**src/rtl/spi_xfer_sched.sv**
```systemverilog
// spi_xfer_sched: two-requester scheduler that drives an SPI block's APB4 slave
// port. Each grant programs the SPI, starts one read command, streams the
// received words to the owning requester and reports completion or timeout.
module spi_xfer_sched #(
    parameter logic [3:0] NSS_SEL  = 4'b0001,
    parameter int         POLL_MAX = 1024,
    parameter int         LEN_W    = 16
) (
    input  logic                  clk_i,
    input  logic                  rst_i,
    input  logic [1:0]            req_valid_i,
    output logic [1:0]            req_ready_o,
    input  logic [1:0][13:0]      req_frame_i,
    input  logic [1:0][31:0]      req_cmd_i,
    input  logic [1:0][31:0]      req_addr_i,
    input  logic [1:0][LEN_W-1:0] req_len_i,
    output logic                  rsp_valid_o,
    input  logic                  rsp_ready_i,
    output logic [31:0]           rsp_data_o,
    output logic                  rsp_id_o,
    output logic                  done_o,
    output logic                  done_id_o,
    output logic                  done_err_o,
    output logic [5:0]            paddr_o,
    output logic                  psel_o,
    output logic                  penable_o,
    output logic                  pwrite_o,
    output logic [31:0]           pwdata_o,
    input  logic [31:0]           prdata_i,
    input  logic                  pready_i
);

    localparam int PCW = $clog2(POLL_MAX) + 1;
    localparam logic [PCW-1:0] POLL_LAST = PCW'(POLL_MAX - 1);

    localparam logic [5:0] A_CTRL  = 6'h00;
    localparam logic [5:0] A_FRAME = 6'h08;
    localparam logic [5:0] A_CMD   = 6'h0C;
    localparam logic [5:0] A_ADDR  = 6'h10;
    localparam logic [5:0] A_TRL   = 6'h1C;
    localparam logic [5:0] A_RXR   = 6'h24;
    localparam logic [5:0] A_STAT  = 6'h28;

    // CTRL start value: nss in [8:5], rwm[4], st[3], en[0].
    localparam logic [31:0] CTRL_GO = 32'({NSS_SEL, 1'b1, 1'b1, 2'b00, 1'b1});

    typedef enum logic [3:0] {
        IDLE, WAIT_IDLE, WR_FRAME, WR_CMD, WR_ADDR, WR_TRL, WR_CTRL,
        POLL_RX, RD_RXR, OUT, WAIT_DONE, ABORT, DONE
    } state_t;

    // Every APB transfer walks idle -> setup -> access, so psel always drops
    // for at least one cycle between two transfers.
    typedef enum logic [1:0] {PH_IDLE, PH_SETUP, PH_ACCESS} phase_t;

    state_t            state_q, state_d;
    phase_t            phase_q, phase_d;
    logic [PCW-1:0]    poll_q, poll_d;
    logic [LEN_W-1:0]  words_q, words_d;
    logic              err_q, err_d;
    logic              rr_q, rr_d;
    logic              gnt_q, gnt_d;
    logic [13:0]       frame_q;
    logic [31:0]       cmd_q;
    logic [31:0]       addr_q;
    logic [LEN_W-1:0]  len_q;
    logic [31:0]       rx_q;

    logic              grant;
    logic              rx_load;
    logic              apb_en;
    logic              apb_wr;
    logic [5:0]        apb_addr;
    logic [31:0]       apb_data;
    logic              xfer_done;
    logic              stat_busy;
    logic              stat_empty;

    assign xfer_done  = penable_o && pready_i;
    assign stat_busy  = prdata_i[2];
    assign stat_empty = prdata_i[4];

    assign psel_o      = apb_en && (phase_q != PH_IDLE);
    assign penable_o   = apb_en && (phase_q == PH_ACCESS);
    assign pwrite_o    = psel_o && apb_wr;
    assign paddr_o     = psel_o ? apb_addr : 6'h00;
    assign pwdata_o    = (psel_o && apb_wr) ? apb_data : 32'h0;

    assign rsp_valid_o = (state_q == OUT);
    assign rsp_data_o  = rx_q;
    assign rsp_id_o    = gnt_q;
    assign done_o      = (state_q == DONE);
    assign done_id_o   = done_o && gnt_q;
    assign done_err_o  = done_o && err_q;

    // Next-state, arbitration, APB decode and poll/word bookkeeping.
    always_comb begin
        // NOTE: every variable gets a default before the case so that no path
        // leaves it unassigned, which would otherwise infer a latch.
        state_d     = state_q;
        phase_d     = phase_q;
        poll_d      = poll_q;
        words_d     = words_q;
        err_d       = err_q;
        rr_d        = rr_q;
        gnt_d       = gnt_q;
        grant       = 1'b0;
        rx_load     = 1'b0;
        req_ready_o = 2'b00;
        apb_en      = 1'b0;
        apb_wr      = 1'b0;
        apb_addr    = A_STAT;
        apb_data    = 32'h0;

        unique case (state_q)
            IDLE: begin
                if ((|req_valid_i) && !rst_i) begin
                    grant       = 1'b1;
                    gnt_d       = (&req_valid_i) ? rr_q : req_valid_i[1];
                    rr_d        = ~gnt_d;
                    req_ready_o = gnt_d ? 2'b10 : 2'b01;
                    words_d     = req_len_i[gnt_d];
                    err_d       = 1'b0;
                    state_d     = WAIT_IDLE;
                end
            end
            WAIT_IDLE: begin
                apb_en = 1'b1;
                if (xfer_done) begin
                    if (!stat_busy)            state_d = WR_FRAME;
                    else if (poll_q == POLL_LAST) state_d = ABORT;
                    else                        poll_d  = poll_q + 1'b1;
                end
            end
            WR_FRAME: begin
                apb_en   = 1'b1;
                apb_wr   = 1'b1;
                apb_addr = A_FRAME;
                apb_data = 32'(frame_q);
                if (xfer_done) state_d = WR_CMD;
            end
            WR_CMD: begin
                apb_en   = 1'b1;
                apb_wr   = 1'b1;
                apb_addr = A_CMD;
                apb_data = cmd_q;
                if (xfer_done) state_d = WR_ADDR;
            end
            WR_ADDR: begin
                apb_en   = 1'b1;
                apb_wr   = 1'b1;
                apb_addr = A_ADDR;
                apb_data = addr_q;
                if (xfer_done) state_d = WR_TRL;
            end
            WR_TRL: begin
                apb_en   = 1'b1;
                apb_wr   = 1'b1;
                apb_addr = A_TRL;
                apb_data = 32'(len_q);
                if (xfer_done) state_d = WR_CTRL;
            end
            WR_CTRL: begin
                apb_en   = 1'b1;
                apb_wr   = 1'b1;
                apb_addr = A_CTRL;
                apb_data = CTRL_GO;
                if (xfer_done) state_d = (len_q != '0) ? POLL_RX : WAIT_DONE;
            end
            POLL_RX: begin
                apb_en = 1'b1;
                if (xfer_done) begin
                    if (!stat_empty)            state_d = RD_RXR;
                    else if (poll_q == POLL_LAST) state_d = ABORT;
                    else                        poll_d  = poll_q + 1'b1;
                end
            end
            RD_RXR: begin
                // Each RXR read pops the SPI RX FIFO, so it is issued exactly once.
                apb_en   = 1'b1;
                apb_addr = A_RXR;
                if (xfer_done) begin
                    rx_load = 1'b1;
                    state_d = OUT;
                end
            end
            OUT: begin
                if (rsp_ready_i) begin
                    if (words_q != '0) words_d = words_q - 1'b1;
                    state_d = (words_q <= 1) ? WAIT_DONE : POLL_RX;
                end
            end
            WAIT_DONE: begin
                apb_en = 1'b1;
                if (xfer_done) begin
                    if (!stat_busy)            state_d = DONE;
                    else if (poll_q == POLL_LAST) state_d = ABORT;
                    else                        poll_d  = poll_q + 1'b1;
                end
            end
            ABORT: begin
                // Clearing en flushes the SPI FIFOs; the command ends in error.
                apb_en   = 1'b1;
                apb_wr   = 1'b1;
                apb_addr = A_CTRL;
                err_d    = 1'b1;
                if (xfer_done) state_d = DONE;
            end
            DONE: state_d = IDLE;
            default: state_d = IDLE;
        endcase

        if (apb_en) begin
            unique case (phase_q)
                PH_IDLE:   phase_d = PH_SETUP;
                PH_SETUP:  phase_d = PH_ACCESS;
                PH_ACCESS: if (pready_i) phase_d = PH_IDLE;
                default:   phase_d = PH_IDLE;
            endcase
        end

        if (state_d != state_q) poll_d = '0;
    end

    // State register plus request-field and RX-word capture.
    always_ff @(posedge clk_i) begin
        // NOTE: sequential state uses non-blocking assignments so every
        // register samples pre-edge values regardless of evaluation order.
        if (rst_i) begin
            state_q <= IDLE;
            phase_q <= PH_IDLE;
            poll_q  <= '0;
            words_q <= '0;
            err_q   <= 1'b0;
            rr_q    <= 1'b0;
            gnt_q   <= 1'b0;
            frame_q <= '0;
            cmd_q   <= '0;
            addr_q  <= '0;
            len_q   <= '0;
            rx_q    <= '0;
        end else begin
            state_q <= state_d;
            phase_q <= phase_d;
            poll_q  <= poll_d;
            words_q <= words_d;
            err_q   <= err_d;
            rr_q    <= rr_d;
            gnt_q   <= gnt_d;
            if (grant) begin
                frame_q <= req_frame_i[gnt_d];
                cmd_q   <= req_cmd_i[gnt_d];
                addr_q  <= req_addr_i[gnt_d];
                len_q   <= req_len_i[gnt_d];
            end
            if (rx_load) rx_q <= prdata_i;
        end
    end

endmodule

```
**config.mk**
```make
export PLATFORM = sky130hd
export DESIGN_NAME = spi_xfer_sched
export DESIGN_NICKNAME = d
export VERILOG_FILES = /design/src/rtl/spi_xfer_sched.sv
export SDC_FILE = /design/constraint.sdc
export NUM_CORES = 1
export LEC_CHECK = 0
export ABC_CLOCK_PERIOD_IN_PS = 3000
export BUFFER_PORTS_ARGS = -buffer_cell sky130_fd_sc_hd__buf_4
export CELL_PAD_IN_SITES_DETAIL_PLACEMENT = 1
export CELL_PAD_IN_SITES_GLOBAL_PLACEMENT = 1
export CORE_UTILIZATION = 35
export DETAILED_ROUTE_END_ITERATION = 6
export PLACE_DENSITY_LB_ADDON = 0.1
export SLEW_MARGIN = 20
export SYNTH_ARGS = -nofsm -noshare
export SYNTH_HDL_FRONTEND = slang
export SYNTH_SLANG_ARGS = --single-unit
```
**constraint.sdc**
```tcl
create_clock -name clk_i -period 3 [get_ports clk_i]
set_input_delay 0.6 -clock clk_i [delete_from_list [all_inputs] [get_ports clk_i]]
set_output_delay 0.6 -clock clk_i [all_outputs]
set_load 0.01 [all_outputs]
```
* After elaboration in Yosys (flattened, before gate mapping)
Cells that the tools add are included.
** Word-level totals
- Bits in registers :: 162
- Input bits :: 226
- Output and inout bits :: 80
- Word-level logic and storage cells :: 129
** Operators by class
- Add/sub/neg operators :: 2
- Magnitude comparators :: 3
- Equal/unequal tests :: 24
- Mux-type cells :: 59
- Bitwise logic cells :: 1
- Reductions and logical operators :: 28
** Operator list (number)
- 32-bit 2-to-1 mux :: 5
- 32-bit case mux with 5 select lines :: 1
- 16-bit 2-to-1 mux :: 7
- 4-bit 2-to-1 mux :: 18
- 11-bit 2-to-1 mux :: 5
- 4-bit case mux with 12 select lines :: 1
- 6-bit case mux with 6 select lines :: 1
- 16-bit case mux with 2 select lines :: 1
- 16-bit nonzero test :: 2
- 14-bit 2-to-1 mux :: 2
- 11-bit case mux with 2 select lines :: 1
- 4-bit equality test, second input constant :: 5
- 4-bit by 3-bit equality test with 1-bit output, second input constant :: 4
- 16-bit by 1-bit <= comparator with 1-bit output, second input constant :: 1
- 16-bit by 1-bit subtractor with 16-bit output, second input constant :: 1
- 11-bit by 1-bit adder with 11-bit output, second input constant :: 1
- 11-bit by 10-bit equality test with 1-bit output, second input constant :: 1
- 1-bit 2-to-1 mux :: 10
- 10-bit OR reduction :: 1
- 4-bit by 2-bit equality test with 1-bit output, second input constant :: 2
- 2-bit 2-to-1 mux :: 4
- 2-bit by 1-bit inequality test with 1-bit output, second input constant :: 4
- 2-bit inequality test, second input constant :: 4
- 2-bit AND reduction :: 4
- 18 further kinds :: 31

* Logic depth before layout (Yosys ltp)
Gate-level depths: netlist (run 1).
- Word-level depth :: 9
- Depth in mapped cells :: 9
- Depth with buffers taken out :: 8

* Least setup slack after synthesis (run 1)
No wires, ideal clock.
- Path kind :: register to output
- Start :: register state_q[3]
- End :: output port pwdata_o[10]
- Data arrival time :: 1848 ps
- Path slack :: 552 ps
- Cell stages (with the launch flop) :: 9
- Buffers on the path :: 2
- Cells stage by stage :: dfxtp_1 > and2_1 > or3_1 > clkbuf_1 > or2_1 > inv_2 > nand2_1 > buf_2 > a21oi_1
** On the way
- Longest elaborated chain between the ends :: 6
- Elaborated cells between the ends (all ways) :: 18
- Those cells by class :: 10 x eq/ne; 4 x mux; 4 x reduce/logical
** RTL lines
- from (decl) :: RTL line 56 : state_t state_q, state_d;
- from (signal assigned) :: RTL line 243 : state_q <= state_d;
- 4-bit equality test, or another cell as far along :: RTL line 115 : unique case (state_q)
- 10-bit OR reduction (no source line) *
- 1-bit 2-to-1 mux * :: RTL line 115
- 1-bit logical AND * :: RTL line 83 : assign psel_o = apb_en && (phase_q != PH_IDLE);
- named net psel_o :: RTL line 25 : output logic psel_o,
- 1-bit logical AND * :: RTL line 87 : assign pwdata_o = (psel_o && apb_wr) ? apb_data : 32'h0;
- 32-bit 2-to-1 mux * :: RTL line 87
- to (decl) :: RTL line 28 : output logic [31:0] pwdata_o,
Mark *: on every way through the listed nets, which the timed path passes. The rest lies on a longest branch.

* Final worst setup path (run 1)
- Start :: register state_q[3]
- End :: output port pwdata_o[10]
** On the way
- Longest elaborated chain between the ends :: 6
- Elaborated cells between the ends (all ways) :: 18
- Those cells by class :: 10 x eq/ne; 4 x mux; 4 x reduce/logical
** RTL lines (RTL line)
- 4-bit equality test, or another cell as far along :: 115
- 10-bit OR reduction (no source line)
- 1-bit 2-to-1 mux :: 115
- 1-bit logical AND :: 83
- 1-bit logical AND :: 87
- 32-bit 2-to-1 mux * :: 87
Mark *: on every way between the ends. The rest lies on a longest branch, timed or not.

==> results_dict.tcl, run 1 <==
set metrics [dict create \
    wl_um 31100 \
    antenna_cells 0 \
    first_global_vias 8581 \
    track_usage 0.242 \
    end_kind "output port" \
    multi_input_area_sq_um 4940 \
    finalHoldViolCount 0 \
    drtIter0Drc 465 \
    gp_congestion 0.879 \
    pin_count 306 \
    synth_seq_cells 162 \
    rows 56 \
    die-height_um 158 \
    path_clk_slew_ns 0.07 \
    start_util 0.359 \
    cts_made_buffers 17 \
    p_clk_frac 0.368 \
    hold_buffers 0 \
    cellInternalPower_uw 3900 \
    via_per_inst 5.42 \
    synthArstFlopShare 0 \
    grt-ovfl-total 0 \
    final_cell_mix "buf_4 (329), nor2_1 (163), dfxtp_1 (160)" \
    status "completed" \
    syn_area_sq_um 8510 \
    relSlewSlack 0.567 \
    ir_drop_mv 0.246 \
    worstMarginPinSlew_ns 0.649 \
    dr.pass1.iters 5 \
    yosysWarningCount 0 \
    netSwitchingFraction 0.296 \
    vias 8878 \
    area.sequential_sq_um 3250 \
    area_growth_syn_to_layout_pct 39.6 \
    fmax_ghz 0.339 \
    fillers 2880 \
    finalSetupViolCount 0 \
    antenna_found_initial 0 \
    ant_nets 0 \
    synth_top_flop_cell "dfxtp_1" \
    grt_pass1_wl_um 46200 \
    dieArea_sq_um 25000 \
    grt_max_degree 96 \
    ys_seq_area_frac 0.381 \
    final_common_cell "buf_4" \
    cp_data_arrival_time_ns 2.35 \
    dp_cells 1601 \
    insertion_delay_ns 0.44 \
    nets 1534 \
    worstSetupPathType "reg -> out" \
    cts_tree "yes" \
    portBuffers 303 \
    synth_cell_types 66 \
    coreArea_sq_um 23700 \
    cts_buffer_depth 2 \
    crit_fanout 8 \
    cts_setup_buffers 0 \
    dp_hpwl_um 22500 \
    h-tree-depth 4 \
    seqPwrFrac 0.444 \
    syn_area_per_cell_sq_um 8.23 \
    utilization 0.502 \
    cts_sinks 162 \
    power.switching_uw 1640 \
    cts_root_buf "clkbuf_16" \
    finalMaxSlewViolations 0 \
    timing.final.crit_share 0.982 \
    finalCriticalPeriod_ns 2.95 \
    final_cells 1637 \
    synth_cells 1035 \
    leakage_uw 0.00510 \
    drv_cap 0 \
    synth_enable_flop_cells 0 \
    hold_path_class "in -> reg" \
    wl_per_cell_um 19.0 \
    power.density_nw_per_um2 466 \
    route.detailed.drc 0 \
    crit_required_ns 2.40 \
    crit_path_start_kind "flip-flop" \
    drive_gt1_frac 0.320 \
    die_x_um 158 \
    skew_ns 0.00892 \
    power_frac_comb 0.188 \
]
final timing paths:
path | start | to | cells past startpoint | slack (ns)
worst min register to register | rsp_data_o[27] | rsp_data_o[27] | 2 | 0.45
worst max-delay path | state_q[3] | pwdata_o[10] | 8 | 0.05
worst max register to register | state_q[0] | poll_q[10] | 8 | 0.60
worst min-delay path | prdata_i[20] | rsp_data_o[20] | 3 | 0.41
sequential cells by signal, indices dropped and copies added (netlist names):
signal / cells
state_q: 4
addr_q: 32
phase_q: 2
rsp_data_o: 32
err_q: 1
rr_q: 1
words_q: 16
frame_q: 14
rsp_id_o: 1
len_q: 16
cmd_q: 32
poll_q: 11
cell families after synthesis:
group / share of synthesized area
compound gates: 0.228
simple gates: 0.211
other cells: 0.000440
fa+ha+maj: 0.00441
mux: 0.114
flops: 0.381
xor+xnor: 0.0103
buf+inv: 0.0506
area by class of cell:
cell class / instances / area share
well taps: 319 / 0.0336
clock inverters: 13 / 0.00874
repair buffers: 342 / 0.230
flip-flops and latches: 162 / 0.273
clock buffers: 19 / 0.0364
inverters: 8 / 0.00274
multi-input cells: 774 / 0.416
metal layers:
layer  part of all wire  global-route usage  up-vias
met5                  0                   0        -
met4              0.020              0.0751        0
met2               0.50               0.423      252
met3              0.051              0.0465       34
met1               0.43               0.299     4272
li1                   -                   -     4320
critical path, stage by stage (launching register included):
cell and delay (ns):
dfxtp_2 0.35, and2_2 0.24, or3_1 0.38, or2_4 0.28, inv_4 0.09, nand2_8 0.09, clkbuf_16 0.21, a21oi_1 0.12
buf_4 0.15
power by group through the flow:
stage	sequential [uW]	clock [uW]	combinational [uW]
2_1_floorplan	2450	0	608
4_1_cts	2460	2080	1040
3_5_place_dp	2500	0	1040
5_1_grt	2480	2190	1140
3_3_place_gp	2500	0	1020
6_report	2460	2040	1040
what timing repair did:
| item | in CTS | in global routing |
|---|---|---|
| resized for setup | 7 | 23 |
| cloned | 0 | 4 |
| endpoints found under the setup margin | 21 | 24 |
| pin swaps | 0 | 2 |
metrics by stage:
step           hold WS (ns)  setup TNS (ns)  area [sq um]  worst slack [ns]  power (uW)
2_1_floorplan         0.431               0          8520             0.552        3060
3_3_place_gp          0.443               0         11200             0.342        3520
3_5_place_dp          0.448               0         11200             0.276        3540
4_1_cts               0.391               0         11700           0.00278        5590
5_1_grt               0.408          -0.175         11900           -0.0156        5810
6_report              0.406               0         11900            0.0528        5540
synth_stat cells, types with 12 or more instances:
| master | n | area (sq um) |
|---|---|---|
| a21oi_1 | 74 | 370 |
| nand2_1 | 99 | 372 |
| o21ai_0 | 26 | 130 |
| clkbuf_1 | 59 | 221 |
| a22oi_1 | 42 | 315 |
| dfxtp_1 | 162 | 3240 |
| buf_2 | 26 | 130 |
| nor2_1 | 164 | 616 |
| nor3_2 | 12 | 120 |
| mux2i_1 | 96 | 961 |
| nor3_1 | 27 | 135 |
| a211oi_1 | 99 | 743 |
Note: power is estimated with default switching activity, not from simulation.
==> inputs of run 2 (changes only) <==
==> constraint.sdc (replaced) <==
create_clock -name clk_i -period 3 [get_ports clk_i]
set_input_delay 0.3 -clock clk_i [delete_from_list [all_inputs] [get_ports clk_i]]
set_output_delay 0.3 -clock clk_i [all_outputs]
set_load 0.01 [all_outputs]
==> run 2 against run 1 <==
  * Critical path depth rose by 1
  * Non-clock buffer count down 10
  * Hold slack lost 0.29 ns
  * Routed wire length shrank 1.3%
  * Setup slack better by 0.096 ns
  * Sequential cell count unchanged
  * Clock skew up 0.0017 ns
  * Core utilization fell by 0.46 points
  * Sequential share of layout area up 0.23 points
  * Clock power up 20%
  * Sequential power barely moved
  * Design area decreased by 0.92%
  * Critical endpoint is now pwdata_o[6]
  * Highest routed layer unchanged
==> results_dict.tcl, run 2 (synthesized netlist as in run 1, its figures left out) <==
set metrics [dict create \
    status "completed" \
    leakage_uw 0.00506 \
    final_common_cell "buf_4" \
    antenna_cells 0 \
    hold_buffers 0 \
    crit_start "state_q[0]" \
    ir_drop_mv 0.238 \
    via_per_inst 5.39 \
    fmax_ghz 0.351 \
    cts_root_buf "clkbuf_16" \
    power.density_nw_per_um2 504 \
    wl_um 30700 \
    insertion_delay_ns 0.43 \
    track_usage 0.250 \
    crit_required_ns 2.70 \
    area_growth_syn_to_layout_pct 38.3 \
    grt_max_degree 86 \
    cp_data_arrival_time_ns 2.55 \
    gp_congestion 0.868 \
    finalMaxSlewViolations 0 \
    dp_hpwl_um 22700 \
    path_cells "buf_4 > and3b_1 > or3_1 > or2_4 > inv_2 > nand2_1 > buf_6 > a21oi_2 > buf_4" \
    pin_count 306 \
    grt_pass1_wl_um 48100 \
    crit_path_start_kind "flip-flop" \
    area.sequential_sq_um 3240 \
    crit_fanout 32 \
    cts_buffer_depth 2 \
    h-tree-depth 4 \
    slowest_stage "or3_1" \
    skew_ns 0.0106 \
    critPathMostFrequentCell "buf_4" \
    timing.final.crit_share 0.950 \
    relSlewSlack 0.394 \
    finalHoldViolCount 0 \
    die_x_um 158 \
    dr.pass1.iters 5 \
    grt_setup_unrepaired "no" \
    cts_sinks 162 \
    cts_setup_buffers 0 \
    cp_slowest_stage_delay_ns 0.41 \
    start_util 0.359 \
    end_kind "output port" \
    hold_start "prdata_i[5]" \
    route.detailed.drc 0 \
    drive_gt1_frac 0.310 \
    rows 56 \
    utilization 0.497 \
    vias 8765 \
    portBuffers 303 \
    setup_tns_ns 0 \
    final_cell_mix "buf_4 (327), nor2_1 (162), dfxtp_1 (162)" \
    grt-ovfl-total 0 \
    total_power_uw 5940 \
    wl_per_cell_um 18.9 \
    first_global_vias 8972 \
    drv_cap 0 \
    path_clk_slew_ns 0.07 \
    fillers 2923 \
    worstSetupPathType "reg -> out" \
    die-height_um 158 \
    nets 1524 \
    drtIter0Drc 597 \
    worstPathBufferInverterCount 4 \
    ant_nets 0 \
    hold_path_class "in -> reg" \
    antenna_found_initial 0 \
    critPathTopFamily "simple AND/OR/NAND/NOR gates" \
    finalCriticalPeriod_ns 2.85 \
    worstReg2RegStart "state_q[3]" \
    finalSetupViolCount 0 \
    worstMarginPinSlew_ns 0.908 \
    multi_input_area_sq_um 4900 \
    cts_made_buffers 17 \
    dieArea_sq_um 25000 \
    coreArea_sq_um 23700 \
    cts_tree "yes" \
]
==> run 2: cell types whose count changed in the layout (fill, tap and decap cells not counted), moves of 3 or more <==
cell,before,now
clkbuf_16,20,17
bufinv_16,0,5
a21oi_1,68,71
buf_12,8,4
==> run 2: per-layer routing <==
| metal | wire [um] | vias to the layer above | GRT usage |
|---|---|---|---|
| met5 | 0 | - | 0 |
| met4 | 640 | 0 | 0.0829 |
| met3 | 1520 | 37 | 0.0441 |
| met2 | 15200 | 255 | 0.439 |
| met1 | 13300 | 4179 | 0.306 |
| li1 | - | 4294 | - |
==> run 2: worst register-to-register path, stage by stage (launching register included) <==
cell      delay [ns]
dfxtp_1         0.39
buf_4           0.27
nand2b_2        0.37
a21oi_1         0.10
or4_1           0.54
a32o_1          0.49
nor3_1          0.27
==> run 2: report_power, final <==
group,internal (uW),switching [uW]
combinational,495,536
clock,1490,950
sequential,2330,136
==> run 2: repair_timing <==
item,in CTS,in global routing
resized for setup,3,5
hold endpoints to repair,0,0
endpoints found under the setup margin,3,15
pin swaps,0,0
==> run 2: path summary, 6_finish.rpt <==
check,to,slack [ns],cells past startpoint
setup / recovery,pwdata_o[6],0.15,9
hold / removal,rsp_data_o[5],0.11,3
setup reg to reg,poll_q[10],0.50,6
hold reg to reg,rsp_data_o[29],0.45,2
==> run 2: area by class of cell <==
type / count / share of cell area
multi-input combinational: 774 / 0.416
sequential: 162 / 0.275
inverter: 8 / 0.00255
clock inverter: 14 / 0.0191
clock buffer: 18 / 0.0364
tap: 319 / 0.0339
timing repair buffer: 332 / 0.216
==> run 2: through the flow <==
step / instance area, sq um / hold WS, ns / std cells / worst slack (ns)
2_1_floorplan: 8520 / 0.431 / 1036 / 0.852
3_3_place_gp: 11100 / 0.443 / 1595 / 0.452
3_5_place_dp: 11100 / 0.448 / 1595 / 0.338
4_1_cts: 11800 / 0.0968 / 1627 / 0.0239
5_1_grt: 11800 / 0.111 / 1627 / 0.0182
6_report: 11800 / 0.112 / 1627 / 0.149
==> inputs of run 3 (changes only) <==
Settings changed: ABC_CLOCK_PERIOD_IN_PS 3000 to 3100.
Clock period 3 ns to 3.1 ns, I/O delays scaled along.
==> run 3 against run 2 <==
  * Via count fell by 0.98%
  * Clock skew fell by 0.0022 ns
  * Combinational power decreased by 3%
  * Critical path depth unchanged
  * Clock power is 5% lower
  * Global-route usage shrank 1.3 points
  * Power is 4.0% lower
  * Core utilization decreased by 0.23 points
  * Critical endpoint is now pwdata_o[27]
  * Register-to-register slack got worse by 0.07 ns
  * Final cell count is 0.18% lower
  * Sequential share of layout area up 0.13 points
==> results_dict.tcl, run 3 (synthesized netlist as in run 1, its figures left out) <==
set metrics [dict create \
    via_per_inst 5.34 \
    wl_um 29300 \
    drv_cap 0 \
    final_cell_mix "buf_4 (325), nor2_1 (163), dfxtp_1 (162)" \
    power.density_nw_per_um2 486 \
    finalMaxSlewViolations 0 \
    grt_setup_unrepaired "no" \
    skew_ns 0.00838 \
    crit_required_ns 2.79 \
    ff2ff_setup_slack_ns 0.43 \
    coreArea_sq_um 23700 \
    cts_root_buf "clkbuf_16" \
    cts_tree "yes" \
    cts_buffer_depth 2 \
    worstSetupPathType "reg -> out" \
    fmax_ghz 0.341 \
    cts_sinks 162 \
    fillers 2906 \
    critPathMostFrequentCell "buf_4" \
    cts_made_buffers 17 \
    cp_data_arrival_time_ns 2.62 \
    timing.final.crit_share 0.945 \
    slowest_stage "or3_1" \
    rows 56 \
    track_usage 0.237 \
    holdWs_ns 0.121 \
    h-tree-depth 4 \
    insertion_delay_ns 0.43 \
    dp_hpwl_um 22000 \
    vias 8679 \
    crit_start "state_q[0]" \
    hold_start "prdata_i[11]" \
    ir_drop_mv 0.243 \
    portBuffers 303 \
    grt_max_degree 88 \
    hold_path_class "in -> reg" \
    start_util 0.359 \
    cp_slowest_stage_delay_ns 0.41 \
    status "completed" \
    grt_pass1_wl_um 45900 \
    drtIter0Drc 501 \
    die_x_um 158 \
    wl_per_cell_um 18.1 \
    relSlewSlack 0.344 \
    antenna_found_initial 0 \
    worstMarginPinSlew_ns 0.984 \
    antenna_cells 0 \
    grt-ovfl-total 0 \
    pin_count 306 \
    finalCriticalPeriod_ns 2.93 \
    nets 1521 \
    end_kind "output port" \
    utilization 0.495 \
    place_area_sq_um 11100 \
    crit_path_start_kind "flip-flop" \
    route.detailed.drc 0 \
    final_common_cell "buf_4" \
    gp_congestion 0.942 \
    area.sequential_sq_um 3240 \
    dr.pass1.iters 7 \
    finalSetupViolCount 0 \
    ant_nets 0 \
    die-height_um 158 \
    drive_gt1_frac 0.307 \
    final_area_sq_um 11700 \
    path_clk_slew_ns 0.07 \
    crit_fanout 32 \
    setup_tns_ns 0 \
    multi_input_area_sq_um 4890 \
    first_global_vias 8528 \
    path_cells "buf_4 > and3b_1 > or3_1 > or2_4 > inv_2 > nand2_1 > buf_4 > nor2_1 > buf_4" \
    worstReg2RegStart "words_q[0]" \
    dieArea_sq_um 25000 \
    area_growth_syn_to_layout_pct 37.7 \
    finalHoldViolCount 0 \
    leakage_uw 0.00505 \
]
[run 3: changes by cell type in the layout (fill, tap and decap cells not counted), sizes merged]
| cell | before | now |
|---|---|---|
| buf | 332 | 329 |
| bufinv | 5 | 4 |
| clkbuf | 18 | 17 |
| clkinvlp | 2 | 1 |
| inv | 13 | 16 |
[run 3: report_power, final]
group / internal [uW] / switching [uW] / leakage (uW)
sequential: 2250 / 123 / 0.00133
combinational: 475 / 519 / 0.00340
clock: 1380 / 954 / 0.000313
total: 4100 / 1600 / 0.00505
[run 3: stage by stage]
| step | worst slack [ns] | power [uW] | cells |
|---|---|---|---|
| detailed placement | 0.231 | 3420 | 1592 |
| global route | 0.0443 | 5940 | 1624 |
| finish | 0.170 | 5700 | 1624 |
| floorplan | 0.942 | 2960 | 1036 |
| global placement | 0.355 | 3390 | 1592 |
| CTS | 0.0331 | 5750 | 1624 |
[run 3: repair_timing]
action / 4_1_cts / 5_1_grt
endpoints found under the setup margin: 1 / 10
resized for setup: 1 / 2
setup buffers: 0 / 0
hold buffers: 0 / 0
[run 3: final cells by class]
cell class | count | area share
Clock buffer | 17 | 0.0363
Clock inverter | 15 | 0.0185
Inverter | 8 | 0.00256
Multi-Input combinational cell | 774 | 0.417
Sequential cell | 162 | 0.277
Tap cell | 319 | 0.0340
Timing Repair Buffer | 329 | 0.215
[run 3: routing by layer]
metal / track usage / part of all wire / vias up
li1: - / - / 4277
met1: 0.304 / 0.44 / 4135
met2: 0.410 / 0.49 / 245
met3: 0.0446 / 0.053 / 22
met4: 0.0522 / 0.011 / 0
met5: 0 / 0 / -
[run 3: final timing paths]
| check | endpoint | depth (start not counted) |
|---|---|---|
| worst min register to register | rsp_data_o[18] | 2 |
| worst min-delay path | rsp_data_o[11] | 3 |
| worst max register to register | words_q[10] | 8 |
| worst max-delay path | pwdata_o[27] | 9 |
[run 3: worst max-delay path: cells and delay by family, from the launching register on]
kind          cells  cell delay [ns]
buf+inv           4             0.66
flops             1             0.33
simple gates      5             1.19
